## src/rtl/riscv_tracer_pkg.sv

```systemverilog
// Shared types and width helpers for the RV32I commit tracer.
// Status encoding matches the o_status output bits directly.
package riscv_tracer_pkg;

  typedef enum logic [1:0] {
    ST_RUN     = 2'b00,
    ST_HALT    = 2'b01,
    ST_TIMEOUT = 2'b10,
    ST_STALL   = 2'b11
  } tracer_status_e;

  localparam int STATUS_W = 2;

  // Slot pointer width; a one-entry buffer still needs a 1-bit pointer.
  function automatic int ptr_w(input int depth);
    return (depth > 1) ? $clog2(depth) : 1;
  endfunction

  function automatic int count_w(input int depth);
    return $clog2(depth + 1);
  endfunction

  // Width of a counter that must be able to hold the value 'limit'.
  function automatic int limit_w(input int limit);
    return (limit > 1) ? $clog2(limit + 1) : 1;
  endfunction

endpackage

```

## src/rtl/tracer_ring_buf.sv

```systemverilog
// Ring buffer of retired PCs with a registered, newest-first readout.
// DEPTH need not be a power of two; the slot arithmetic wraps explicitly.
module tracer_ring_buf
  import riscv_tracer_pkg::*;
#(
  parameter int XLEN  = 32,
  parameter int DEPTH = 8
) (
  input  logic                          clk,
  input  logic                          rst_n,
  input  logic                          wr_en,
  input  logic [XLEN-1:0]               wr_data,
  input  logic                          clear,
  input  logic [ptr_w(DEPTH)-1:0]       rd_idx,
  output logic [XLEN-1:0]               rd_data,
  output logic                          rd_vld,
  output logic [count_w(DEPTH)-1:0]     count
);

  localparam int PW = ptr_w(DEPTH);
  localparam int CW = count_w(DEPTH);
  localparam int SW = PW + 2;

  logic [XLEN-1:0] mem [DEPTH];
  logic [PW-1:0]   wr_ptr;
  logic [CW-1:0]   cnt;

  logic            hit;
  logic [SW-1:0]   sum;
  logic [SW-1:0]   slot_full;
  logic [PW-1:0]   slot;
  logic [1:0]      unused_slot_hi;

  // For any index below count, wr_ptr + DEPTH - 1 - idx lies in [0, 2*DEPTH-2],
  // so one conditional subtract gives the modulo. Out-of-range indices are masked.
  always_comb begin
    hit       = (CW'(rd_idx) < cnt);
    sum       = {2'b00, wr_ptr} + SW'(DEPTH - 1) - {2'b00, rd_idx};
    slot_full = (sum >= SW'(DEPTH)) ? (sum - SW'(DEPTH)) : sum;
    slot      = hit ? slot_full[PW-1:0] : '0;
  end

  assign unused_slot_hi = slot_full[SW-1:PW];

  // Contents are don't-care after reset, so storage carries no reset.
  always_ff @(posedge clk) begin
    if (wr_en) begin
      mem[wr_ptr] <= wr_data;
    end
  end

  always_ff @(posedge clk or negedge rst_n) begin
    if (!rst_n) begin
      wr_ptr  <= '0;
      cnt     <= '0;
      rd_data <= '0;
      rd_vld  <= 1'b0;
    end else if (clear) begin
      wr_ptr  <= '0;
      cnt     <= '0;
      rd_data <= '0;
      rd_vld  <= 1'b0;
    end else begin
      rd_data <= hit ? mem[slot] : '0;
      rd_vld  <= hit;
      if (wr_en) begin
        wr_ptr <= (wr_ptr == PW'(DEPTH - 1)) ? '0 : wr_ptr + 1'b1;
        if (cnt != CW'(DEPTH)) begin
          cnt <= cnt + 1'b1;
        end
      end
    end
  end

  assign count = cnt;

endmodule

```

## src/rtl/riscv_commit_tracer.sv

```systemverilog
// Retire-trace and run-control monitor: PC history, cycle/retire counters,
// halt/timeout detection. Optional stall detection: TRACER_STALL_DETECT_EN.
module riscv_commit_tracer
  import riscv_tracer_pkg::*;
#(
  parameter int XLEN         = 32,
  parameter int DEPTH        = 8,
  parameter int CNT_W        = 32,
  parameter int HALT_REPEAT  = 3,
  parameter int MAX_CYCLES   = 1000,
  parameter int STALL_CYCLES = 64
) (
  input  logic                         i_clk,
  input  logic                         i_reset,
  input  logic [XLEN-1:0]              i_pc_debug,
  input  logic                         i_insn_vld,
  input  logic                         i_clear,
  input  logic [$clog2(DEPTH)-1:0]     i_rd_idx,
  output logic [XLEN-1:0]              o_rd_pc,
  output logic                         o_rd_vld,
  output logic [$clog2(DEPTH+1)-1:0]   o_count,
  output logic [CNT_W-1:0]             o_cycle_cnt,
  output logic [CNT_W-1:0]             o_retire_cnt,
  output logic [STATUS_W-1:0]          o_status,
  output logic                         o_done
);

  localparam int RW = limit_w(HALT_REPEAT);

  tracer_status_e   state, state_nxt;
  logic [CNT_W-1:0] cycle_cnt, retire_cnt, cycle_inc;
  logic [XLEN-1:0]  last_pc;
  logic [RW-1:0]    repeat_cnt, repeat_nxt;
  logic             run, retire;
  logic             halt_hit, timeout_hit, stall_hit;
  logic [count_w(DEPTH)-1:0] count;

  assign run    = (state == ST_RUN);
  assign retire = run & i_insn_vld;

  // Detection looks at the values the counters take after this cycle's update.
  always_comb begin
    cycle_inc   = (cycle_cnt == '1) ? cycle_cnt : cycle_cnt + 1'b1;
    repeat_nxt  = ((count != '0) && (i_pc_debug == last_pc)) ? repeat_cnt + 1'b1 : RW'(1);
    halt_hit    = retire && (repeat_nxt == RW'(HALT_REPEAT));
    timeout_hit = run && (cycle_inc == CNT_W'(MAX_CYCLES));
  end

`ifdef TRACER_STALL_DETECT_EN
  localparam int IW = limit_w(STALL_CYCLES);
  logic [IW-1:0] idle_cnt, idle_nxt;

  always_comb begin
    idle_nxt  = i_insn_vld ? '0 : idle_cnt + 1'b1;
    stall_hit = run && !i_insn_vld && (idle_nxt == IW'(STALL_CYCLES));
  end

  always_ff @(posedge i_clk or negedge i_reset) begin
    if (!i_reset) begin
      idle_cnt <= '0;
    end else if (i_clear) begin
      idle_cnt <= '0;
    end else if (run) begin
      idle_cnt <= idle_nxt;
    end
  end
`else
  localparam int unused_stall_cycles = STALL_CYCLES;
  assign stall_hit = 1'b0;
`endif

  always_comb begin
    state_nxt = state;
    if (run) begin
      if (halt_hit) begin
        state_nxt = ST_HALT;
      end else if (timeout_hit) begin
        state_nxt = ST_TIMEOUT;
      end else if (stall_hit) begin
        state_nxt = ST_STALL;
      end
    end
  end

  always_ff @(posedge i_clk or negedge i_reset) begin
    if (!i_reset) begin
      state <= ST_RUN;
    end else if (i_clear) begin
      state <= ST_RUN;
    end else begin
      state <= state_nxt;
    end
  end

  always_ff @(posedge i_clk or negedge i_reset) begin
    if (!i_reset) begin
      cycle_cnt  <= '0;
      retire_cnt <= '0;
      last_pc    <= '0;
      repeat_cnt <= '0;
    end else if (i_clear) begin
      cycle_cnt  <= '0;
      retire_cnt <= '0;
      last_pc    <= '0;
      repeat_cnt <= '0;
    end else if (run) begin
      cycle_cnt <= cycle_inc;
      if (i_insn_vld) begin
        if (retire_cnt != '1) begin
          retire_cnt <= retire_cnt + 1'b1;
        end
        last_pc    <= i_pc_debug;
        repeat_cnt <= repeat_nxt;
      end
    end
  end

  // The clear-cycle retire is dropped: the buffer sees clear and no write.
  tracer_ring_buf #(
    .XLEN  (XLEN),
    .DEPTH (DEPTH)
  ) u_ring (
    .clk     (i_clk),
    .rst_n   (i_reset),
    .wr_en   (retire & ~i_clear),
    .wr_data (i_pc_debug),
    .clear   (i_clear),
    .rd_idx  (i_rd_idx),
    .rd_data (o_rd_pc),
    .rd_vld  (o_rd_vld),
    .count   (count)
  );

  assign o_count      = count;
  assign o_cycle_cnt  = cycle_cnt;
  assign o_retire_cnt = retire_cnt;
  assign o_status     = state;
  assign o_done       = (state != ST_RUN);

endmodule
```

## config.mk

```make
export PLATFORM = sky130hd
export DESIGN_NAME = riscv_commit_tracer
export DESIGN_NICKNAME = d
export VERILOG_FILES = /design/src/rtl/riscv_tracer_pkg.sv /design/src/rtl/tracer_ring_buf.sv /design/src/rtl/riscv_commit_tracer.sv
export SDC_FILE = /design/constraint.sdc
export NUM_CORES = 1
export LEC_CHECK = 0
export CAP_MARGIN = 0
export CORE_UTILIZATION = 52
export DETAILED_ROUTE_END_ITERATION = 10
export GPL_TIMING_DRIVEN = 0
export HOLD_SLACK_MARGIN = 0.02
export PLACE_DENSITY = 0.76
export SLEW_MARGIN = 20
export SYNTH_ARGS = -nofsm -noshare
export SYNTH_HDL_FRONTEND = slang
export SYNTH_SLANG_ARGS = --single-unit
```

## constraint.sdc

```tcl
create_clock -name i_clk -period 5.1 [get_ports i_clk]
set_input_delay 0.765 -clock i_clk [delete_from_list [all_inputs] [get_ports i_clk]]
set_output_delay 0.765 -clock i_clk [all_outputs]
set_load 0.02 [all_outputs]
```

==> Word level (Yosys, flattened, before mapping) <==
Memory sizes are Yosys's and may differ from the RTL's.
Cells that the tools add are included.
{ "word_totals": {"ff_bits": 140, "ramBits": 256, "inputBits": 39, "output_inout_bits": 104, "word_cells": 77, "n_memories": 1} }
{ "op_classes": {"addsub": 8, "order_cmp": 2, "eq_ne": 7, "muxes": 31, "bitwise": 3, "n_reduce_logical": 16} }
{ "mem_list": {"columns": ["name", "depth", "width", "read_ports", "rd_ports_with_merged_regs", "wr", "line", "source"], "rows": [
  ["u_ring.mem", 8, 32, 1, 0, 1, "tracer_ring_buf.sv:24", "logic [XLEN-1:0] mem [DEPTH];"]
]} }
{ "op_table": {"columns": ["operator", "n"], "rows": [
  ["$mux W32", 12],
  ["$add A32 B1 Y32 const B", 2],
  ["$eq A32 B10 Y1 const B", 1],
  ["$eq A32 B32 Y1", 1],
  ["$eq A32 B32 Y1 const B", 1],
  ["$ne A32 B32 Y1 const B", 1],
  ["$mux W2", 8],
  ["$mux W3", 5],
  ["$mux W4", 3],
  ["$reduce_bool A2 Y1", 6],
  ["$reduce_and A2 Y1", 3],
  ["$ge A5 B4 Y1 const B", 1],
  ["$sub A4 B3 Y5", 1],
  ["$add A3 B3 Y4 const B", 1],
  ["$add A4 B1 Y4 const B", 1],
  ["$lt A3 B4 Y1", 1],
  ["$ne A4 B4 Y1 const B", 1],
  ["$reduce_bool A4 Y1", 1],
  ["$add A3 B1 Y3 const B", 1],
  ["$eq A3 B3 Y1 const B", 1],
  ["$logic_and A1 B1 Y1", 3],
  ["$mux W1", 3],
  ["$reduce_and A3 Y1", 1],
  ["$reduce_bool A3 Y1", 1],
  ["6 further kinds", 7]
]} }

==> Depth between registers and ports, before layout <==
Gate-level depths: netlist of the first run.
{ "logic_depth": {"ltp_word": 8, "ltp_mapped": 10, "depth_no_buf": 9} }

==> Hierarchy <==
From an unflattened synthesis of the first run, not the netlist that was laid out.
{ "unflattened": {"cells_unflattened": 1457, "hier_area_um2": 17718.2} }
{ "modules_own_cells": {"columns": ["mod", "instances", "cells_each", "area_per_inst_um2", "seq_area_each_um2"], "rows": [
  ["tracer_ring_buf", 1, 769, 11770.0, 8688.3],
  ["riscv_commit_tracer", 1, 688, 5948.2, 2502.4]
]} }

==> Least setup slack after synthesis of the first run <==
OpenSTA, ideal clock, no wires.
{ "synth_path": {"path_type": "register to register", "startpoint": "register state[1], in the netlist o_status[1]", "endpoint": "memory u_ring.mem[0][0], enable pin", "setup_ns": 0.513, "arrival_time_ns": 4.634, "required_time_ns": 4.587, "path_slack_ns": -0.047, "path_stages_with_launch": 6, "path_buffers": 2, "cell_sequence": "dfrtp_1 -> nor2_2 -> nand2_1 -> clkbuf_1 -> clkbuf_1 -> nor4b_1"} }
{ "synth_via": {"elab_chain_cells": 5} }
{ "synth_rtl": {"columns": ["element", "line", "source"], "rows": [
  ["start: declaration", "riscv_commit_tracer.sv:30", "tracer_status_e state, state_nxt;"],
  ["start signal: assignment", "riscv_commit_tracer.sv:91", "state <= state_nxt;"],
  ["$logic_not A2 Y1", "riscv_commit_tracer.sv:38", "assign run = (state == ST_RUN);"],
  ["$and A1 B1 Y1", "riscv_commit_tracer.sv:39", "assign retire = run & i_insn_vld;"],
  ["$and A1 B1 Y1", "riscv_commit_tracer.sv:125", ".wr_en (retire & ~i_clear),"],
  ["$mux W1", "tracer_ring_buf.sv:47", "if (wr_en) begin"],
  ["$mux W1 (not written as such)", "tracer_ring_buf.sv:48", "mem[wr_ptr] <= wr_data;"],
  ["end: declaration", "tracer_ring_buf.sv:24", null]
]} }
No other way between the ends.

==> Final worst setup path of the first run <==
{ "layout_path": {"startpoint": "input i_rd_idx[1]", "endpoint": "register u_ring.rd_data[31]"} }
{ "layout_via": {"elab_chain_cells": 7} }
{ "layout_rtl": {"columns": ["element", "line", "source"], "rows": [
  ["start: declaration", "riscv_commit_tracer.sv:18", "input logic [$clog2(DEPTH)-1:0] i_rd_idx,"],
  ["$sub A4 B3 Y5", "tracer_ring_buf.sv:38", "sum = {2'b00, wr_ptr} + SW'(DEPTH - 1) - {2'b00, rd_idx};"],
  ["$ge A5 B4 Y1 / $sub A3 B1 Y3 (equally long branches)", "tracer_ring_buf.sv:39", "slot_full = (sum >= SW'(DEPTH)) ? (sum - SW'(DEPTH)) : sum;"],
  ["$mux W3", "tracer_ring_buf.sv:39", null],
  ["$mux W3", "tracer_ring_buf.sv:40", "slot = hit ? slot_full[PW-1:0] : '0;"],
  ["$mem_v2 Z8 W32", null, null],
  ["$mux W32 (*)", "tracer_ring_buf.sv:64", "rd_data <= hit ? mem[slot] : '0;"],
  ["$mux W32 (*)", "tracer_ring_buf.sv:58", "end else if (clear) begin"],
  ["end signal: assignment", "tracer_ring_buf.sv:64", null],
  ["end: declaration", "tracer_ring_buf.sv:15", "output logic [XLEN-1:0] rd_data,"]
]} }
Every way passes the cells marked *; elsewhere a longest branch is shown, timed or not.
A chain may end at the register's enable or synchronous reset.

==> impl_metrics.py, run 1 <==
metrics = {
    "critical_path": {
        "critPathLaunchType": "primary input",
        "cp.required_ns": 5.51,
        "crit_type": "primary input to flip-flop",
        "crit_path_max_fanout": 10,
        "cp_data_arrival_time_ns": 4.06,
        "endpoint_kind": "flip-flop",
    },
    "final_layout": {
        "multi_input_area_um2": 5290,
        "final_cell_mix": "256 x edfxtp_1, 241 x nand2_1, 141 x clkdlybuf4s50_1, 140 x dfrtp_1, 91 x nor2_1",
        "nets": 1607,
        "drive_gt1_share_pct": 7.99,
        "syn2layout_area_growth_pct": 21.6,
        "fin_area_um2": 20500,
        "antenna_cells": 0,
        "fillerInstances": 2307,
        "final_common_cell": "edfxtp_1",
        "regArea_um2": 11200,
    },
    "clocking": {
        "clock-sinks": 396,
        "ctsHoldBuffers": 0,
        "cts_resized": 0,
        "cts_tree": "done",
        "cts-root-buf": "clkbuf_16",
        "clockBufferDepth": 3,
        "cts_htree_levels": 2,
        "numCtsBuffers": 41,
        "clk_pin_slew_ns": 0.06,
        "cts_setup_buffers": 0,
        "clock_latency_ns": 0.54,
    },
    "synth": {
        "async_reset_ff_share_pct": 35.4,
        "ys_seq_elements": 396,
        "synth_top_area_share_pct": 45.7,
        "syn_inst": 1343,
        "avgSynthCellArea_um2": 12.5,
        "synth_top_cell_by_area": "edfxtp_1",
        "yosysSeqAreaShare_pct": 66.5,
        "yosysUniqueCellTypes": 62,
        "ys.flop_type": "edfxtp_1",
        "synth_area_um2": 16800,
        "synth-edff-count": 256,
        "syn_nets": 1392,
        "netlist_top_cells_area": "edfxtp_1 46%, dfrtp_1 21%, nand2_1 5.4%, a311o_1 3.9%, xor2_1 3.5%",
        "ys_warn_count": 0,
    },
    "route": {
        "drt_iter0_drc": 1429,
        "route.detailed.drc": 0,
        "wl_um": 43700,
        "routedWlPerCell_um": 21.9,
        "drt-pass1-iter-count": 5,
        "routed-via-count": 12207,
        "via_per_inst": 6.13,
        "ant_nets": 0,
    },
    "timing": {
        "post-route-min-period_ns": 3.65,
        "finalClockSkew_ns": 0.0133,
        "rsz0062_at_grt": "false",
        "period_share_pct": 71.5,
        "final-max-slew-violation-count": 0,
        "fmax_mhz": 274,
        "whs_ns": 0.214,
        "max_slew_margin_pct": 37.6,
        "setup_viol": 0,
        "finalHoldViolCount": 0,
        "tightest_slew_ns": 0.937,
    },
    "placed_design": {
        "io_buffers": 142,
        "dp_hpwl_um": 29600,
        "gp_congestion": 0.851,
        "dpl_cell_area_um2": 19100,
    },
    "power_and_ir_drop": {
        "ir_drop_mv": 0.291,
        "power.leakage_uw": 0.00749,
        "power_density_nw_per_um2": 355,
    },
    "global_routing": {
        "grt_pass1_wl_um": 67900,
        "antenna_found_initial": 1,
        "grt_pass1_vias": 12259,
        "grtUsageTotal_pct": 26.7,
        "grt_overflow": 0,
        "grt_max_degree": 76,
    },
    "floorplan": {
        "io_pins": 143,
        "die_h_um": 182,
        "start_util_pct": 53.1,
        "core_um2": 31700,
        "die_area_um2": 33100,
        "die_w_um": 182,
        "rows": 65,
    },
    "status": {
        "status": "completed",
    },
    "flow_run": {
        "drv_cap": 0,
    },
    "min_path": {
        "holdCritPathClass": "primary input to asynchronous set/reset pin",
    },
}
-- layer usage --
layer / global-route usage [%] / up-vias / share of wire (%)
met2: 44.4 / 644 / 48
met4: 9.21 / 2 / 2.9
met1: 34.7 / 6029 / 40
met5: 0 / - / 0.030
li1: - / 5430 / -
met3: 5.88 / 102 / 9.3
-- final timing paths --
check                                      to             from  slack, ns  depth (start not counted)
setup reg to reg           u_ring.rd_data[31]  u_ring.count[1]       1.73                         10
hold / removal              u_ring.rd_data[9]          i_reset       0.21                          1
hold reg to reg                    last_pc[3]       last_pc[3]       0.54                          2
setup / recovery           u_ring.rd_data[31]      i_rd_idx[1]       1.45                         10
min in group i_clk                 last_pc[3]       last_pc[3]       0.54                          2
max in group asynchronous       u_ring.rd_vld          i_reset       4.11                          2
-- area by class of cell --
| class | instances | share of cell area (%) |
|---|---|---|
| clock buffer | 55 | 5.52 |
| inverter | 16 | 0.293 |
| timing repair buffer | 172 | 8.31 |
| clock inverter | 19 | 1.17 |
| multi-input combinational | 844 | 25.8 |
| tap | 402 | 2.46 |
| sequential | 396 | 54.7 |
| buffer | 87 | 1.72 |
-- logic make-up (layout without fill, tap and decap cells) --
family | count (synthesis) | in the layout | share of synthesized area [%]
AND/OR/NAND/NOR | 477 | 477 | 13.2
flip-flops | 396 | 396 | 66.5
buffers and inverters | 103 | 349 | 2.45
adder cells (fa/ha/maj) | 10 | 10 | 0.788
XOR/XNOR | 104 | 104 | 5.41
multiplexers | 6 | 6 | 0.357
AO/OA/AOI/OAI | 247 | 247 | 11.3
-- worst max-delay path, stage by stage --
cell             delay [ns]
clkdlybuf4s50_1        0.48
ha_1                   0.32
a21o_1                 0.16
a21oi_1                0.24
o21a_1                 0.14
clkbuf_1               0.64
clkbuf_1               0.56
nand2_1                0.13
a311o_1                0.36
a21oi_1                0.26
-- Yosys cell counts, types with 10 or more instances --
master / n
a311o_1: 65
inv_1: 16
a21oi_1: 78
and4_1: 10
nand2_1: 241
nand4_1: 22
a221oi_1: 65
nor2_1: 93
o21ai_0: 11
clkbuf_1: 73
nor3_1: 21
dfrtp_1: 140
xnor2_1: 37
xor2_1: 67
edfxtp_1: 256
nor4_1: 15
nand3_1: 30
-- registers in the layout (all words and copies together) (netlist names) --
signal,count
last_pc,32
o_cycle_cnt,32
o_retire_cnt,32
o_status,2
repeat_cnt,2
u_ring.count,4
u_ring.mem,256
u_ring.rd_data,32
u_ring.rd_vld,1
u_ring.wr_ptr,3
-- power breakdown --
group          internal (uW)  switching, uW
Combinational            242            473
Sequential              3490           31.5
Clock                   1820           1210
-- through the flow --
stage	setup TNS (ns)	power, uW	utilization, %	instances	worst slack [ns]
floorplan	0	3960	-	1343	0.201
global placement	-733.63	4260	59.2	1887	-3.29
detailed placement	0	4290	60.2	1917	1.06
CTS	0	7290	64.5	1991	1.58
global route	0	7500	64.5	1991	1.41
finish	0	7270	64.5	1991	1.45
No activity file was read; power rests on OpenSTA's default activity.
==> run 2: changes to the inputs <==
--- a/config.mk
+++ b/config.mk
@@ -6,7 +6,7 @@
 export NUM_CORES = 1
 export LEC_CHECK = 0
 export CAP_MARGIN = 0
-export CORE_UTILIZATION = 52
+export CORE_UTILIZATION = 55
 export DETAILED_ROUTE_END_ITERATION = 10
 export GPL_TIMING_DRIVEN = 0
 export HOLD_SLACK_MARGIN = 0.02
==> constraint.sdc (replaced) <==
create_clock -name i_clk -period 3.4 [get_ports i_clk]
set_input_delay 0.51 -clock i_clk [delete_from_list [all_inputs] [get_ports i_clk]]
set_output_delay 0.51 -clock i_clk [all_outputs]
set_load 0.02 [all_outputs]
==> impl_metrics.py, run 2 (synthesis gave the netlist of run 1 again) <==
metrics = {
    "critical_path": {
        "reg2regPathDepth": 7,
        "critPathLaunchType": "flip-flop",
        "r2r-start": "u_ring.wr_ptr[1]",
        "cp.required_ns": 3.75,
        "crit_type": "flip-flop to flip-flop",
        "cp_data_arrival_time_ns": 3.59,
        "r2r_slack_ns": 0.17,
        "cp_cell_sequence": "inv_1 -> fa_1 -> xnor2_1 -> xor2_1 -> clkbuf_1 -> a311o_1 -> a21oi_1",
        "endpoint_kind": "flip-flop",
        "max_stage_delay_ns": 0.65,
        "slowest_stage": "dfrtp_1",
        "critPathLaunch": "u_ring.wr_ptr[1]",
        "crit_path_max_fanout": 10,
        "r2r-end": "u_ring.rd_data[1]",
    },
    "power_and_ir_drop": {
        "power.leakage_uw": 0.00746,
        "power_density_nw_per_um2": 528,
        "ir_drop_mv": 0.446,
    },
    "status": {
        "status": "completed",
    },
    "timing": {
        "setup_tns_ns": 0,
        "finalClockSkew_ns": 0.0159,
        "fmax_mhz": 309,
        "finalHoldViolCount": 0,
        "max_slew_margin_pct": 43.5,
        "period_share_pct": 95.1,
        "rsz0062_at_grt": "false",
        "final-max-slew-violation-count": 0,
        "tightest_slew_ns": 0.844,
        "post-route-min-period_ns": 3.23,
        "setup_viol": 0,
    },
    "route": {
        "ant_nets": 0,
        "routedWlPerCell_um": 22.0,
        "routed-via-count": 12170,
        "route.detailed.drc": 0,
        "drt_iter0_drc": 1345,
        "via_per_inst": 6.16,
        "wl_um": 43500,
        "drt-pass1-iter-count": 5,
    },
    "global_routing": {
        "antenna_found_initial": 1,
        "grt_max_degree": 82,
        "met3_usage_pct": 6.49,
        "use_met2_pct": 46.5,
        "met1_usage_pct": 37.3,
        "grtUsageTotal_pct": 28.4,
        "top_usage_layer": "met2",
        "grt_pass1_vias": 12129,
        "grt_overflow": 0,
        "grt_pass1_wl_um": 67700,
    },
    "final_layout": {
        "regArea_um2": 11200,
        "antenna_cells": 0,
        "final_cell_mix": "256 x edfxtp_1, 241 x nand2_1, 141 x clkdlybuf4s50_1, 140 x dfrtp_1, 91 x nor2_1",
        "final_cell_count_no_fill": 1975,
        "syn2layout_area_growth_pct": 21.8,
        "largest_register": "u_ring.mem",
        "drive_gt1_share_pct": 7.89,
        "largest_reg_flops": 256,
        "multi_input_area_um2": 5320,
        "nets": 1602,
        "post-route-util_pct": 68.6,
        "final_common_cell": "edfxtp_1",
        "fillerInstances": 2083,
    },
    "clocking": {
        "clk_pin_slew_ns": 0.06,
        "clock_latency_ns": 0.54,
        "cts_tree": "done",
        "cts_setup_buffers": 0,
        "cts-root-buf": "clkbuf_16",
        "clock-sinks": 396,
        "cts_htree_levels": 2,
        "clockBufferDepth": 3,
        "numCtsBuffers": 42,
    },
    "floorplan": {
        "rows": 63,
        "die_w_um": 177,
        "io_pins": 143,
        "die_h_um": 177,
        "start_util_pct": 56.4,
        "core_um2": 29900,
        "die_area_um2": 31300,
    },
    "min_path": {
        "holdCritPathClass": "flip-flop to flip-flop",
        "hold_path_end": "last_pc[27]",
        "hold_depth": 2,
        "worstHoldStart": "last_pc[27]",
    },
    "placed_design": {
        "dp_hpwl_um": 29000,
        "io_buffers": 142,
        "gp_congestion": 0.864,
        "dp.cells": 1899,
    },
    "flow_run": {
        "drv_cap": 0,
    },
}
[run 2: layer usage]
| metal | vias up | wire length [um] |
|---|---|---|
| met5 | - | 13 |
| met4 | 2 | 1180 |
| met1 | 6022 | 17200 |
| li1 | 5433 | - |
| met3 | 93 | 4190 |
| met2 | 620 | 20900 |
[run 2: layout make-up]
| class | count | share of cell area (%) |
|---|---|---|
| clock inverter | 13 | 0.738 |
| inverter | 16 | 0.293 |
| buffer | 86 | 1.74 |
| timing repair buffer | 167 | 8.48 |
| sequential | 396 | 54.6 |
| tap | 390 | 2.38 |
| clock buffer | 63 | 5.85 |
| multi-input combinational | 844 | 25.9 |
[run 2: critical path, delay by kind of cell, from the launching register on]
kind,cells,cell delay (ns)
xor+xnor,2,0.99
buf+inv,2,0.67
flops,1,0.65
fa+ha+maj,1,0.43
compound gates,2,0.30
[run 2: worst max-delay path by stage]
stage                    endpoint  slack [ns]  cells after the start
4_1_cts        u_ring.rd_data[31]        0.05                     10
2_1_floorplan    u_ring.mem[3][0]       -0.59                      5
3_3_place_gp   u_ring.rd_data[26]       -4.14                      1
6_report        u_ring.rd_data[1]        0.17                      7
5_1_grt         u_ring.mem[5][13]        0.02                      6
3_5_place_dp   u_ring.rd_data[31]       -0.33                     10
[run 2: repair_timing]
action,in CTS,in global routing
endpoints found under the setup margin,0,19
hold buffers,1,0
hold endpoints to repair,35,0
resized for setup,0,7
[run 2: power breakdown]
group / internal (uW) / switching [uW] / leakage, uW
registers: 5240 / 49.6 / 0.00423
logic: 369 / 711 / 0.00258
clock network: 2610 / 1840 / 0.000645
total: 8210 / 2600 / 0.00746
[run 2: stage by stage]
stage               setup slack, ns  hold slack [ns]  total power [uW]  cell area [um^2]
global route                 0.0181            0.546             11200             20500
detailed placement           -0.335            0.531              6440             19100
finish                        0.165            0.544             10800             20500
global placement              -4.14            0.513              6390             18800
floorplan                    -0.588            0.214              5950             16900
CTS                          0.0537            0.541             10900             20500
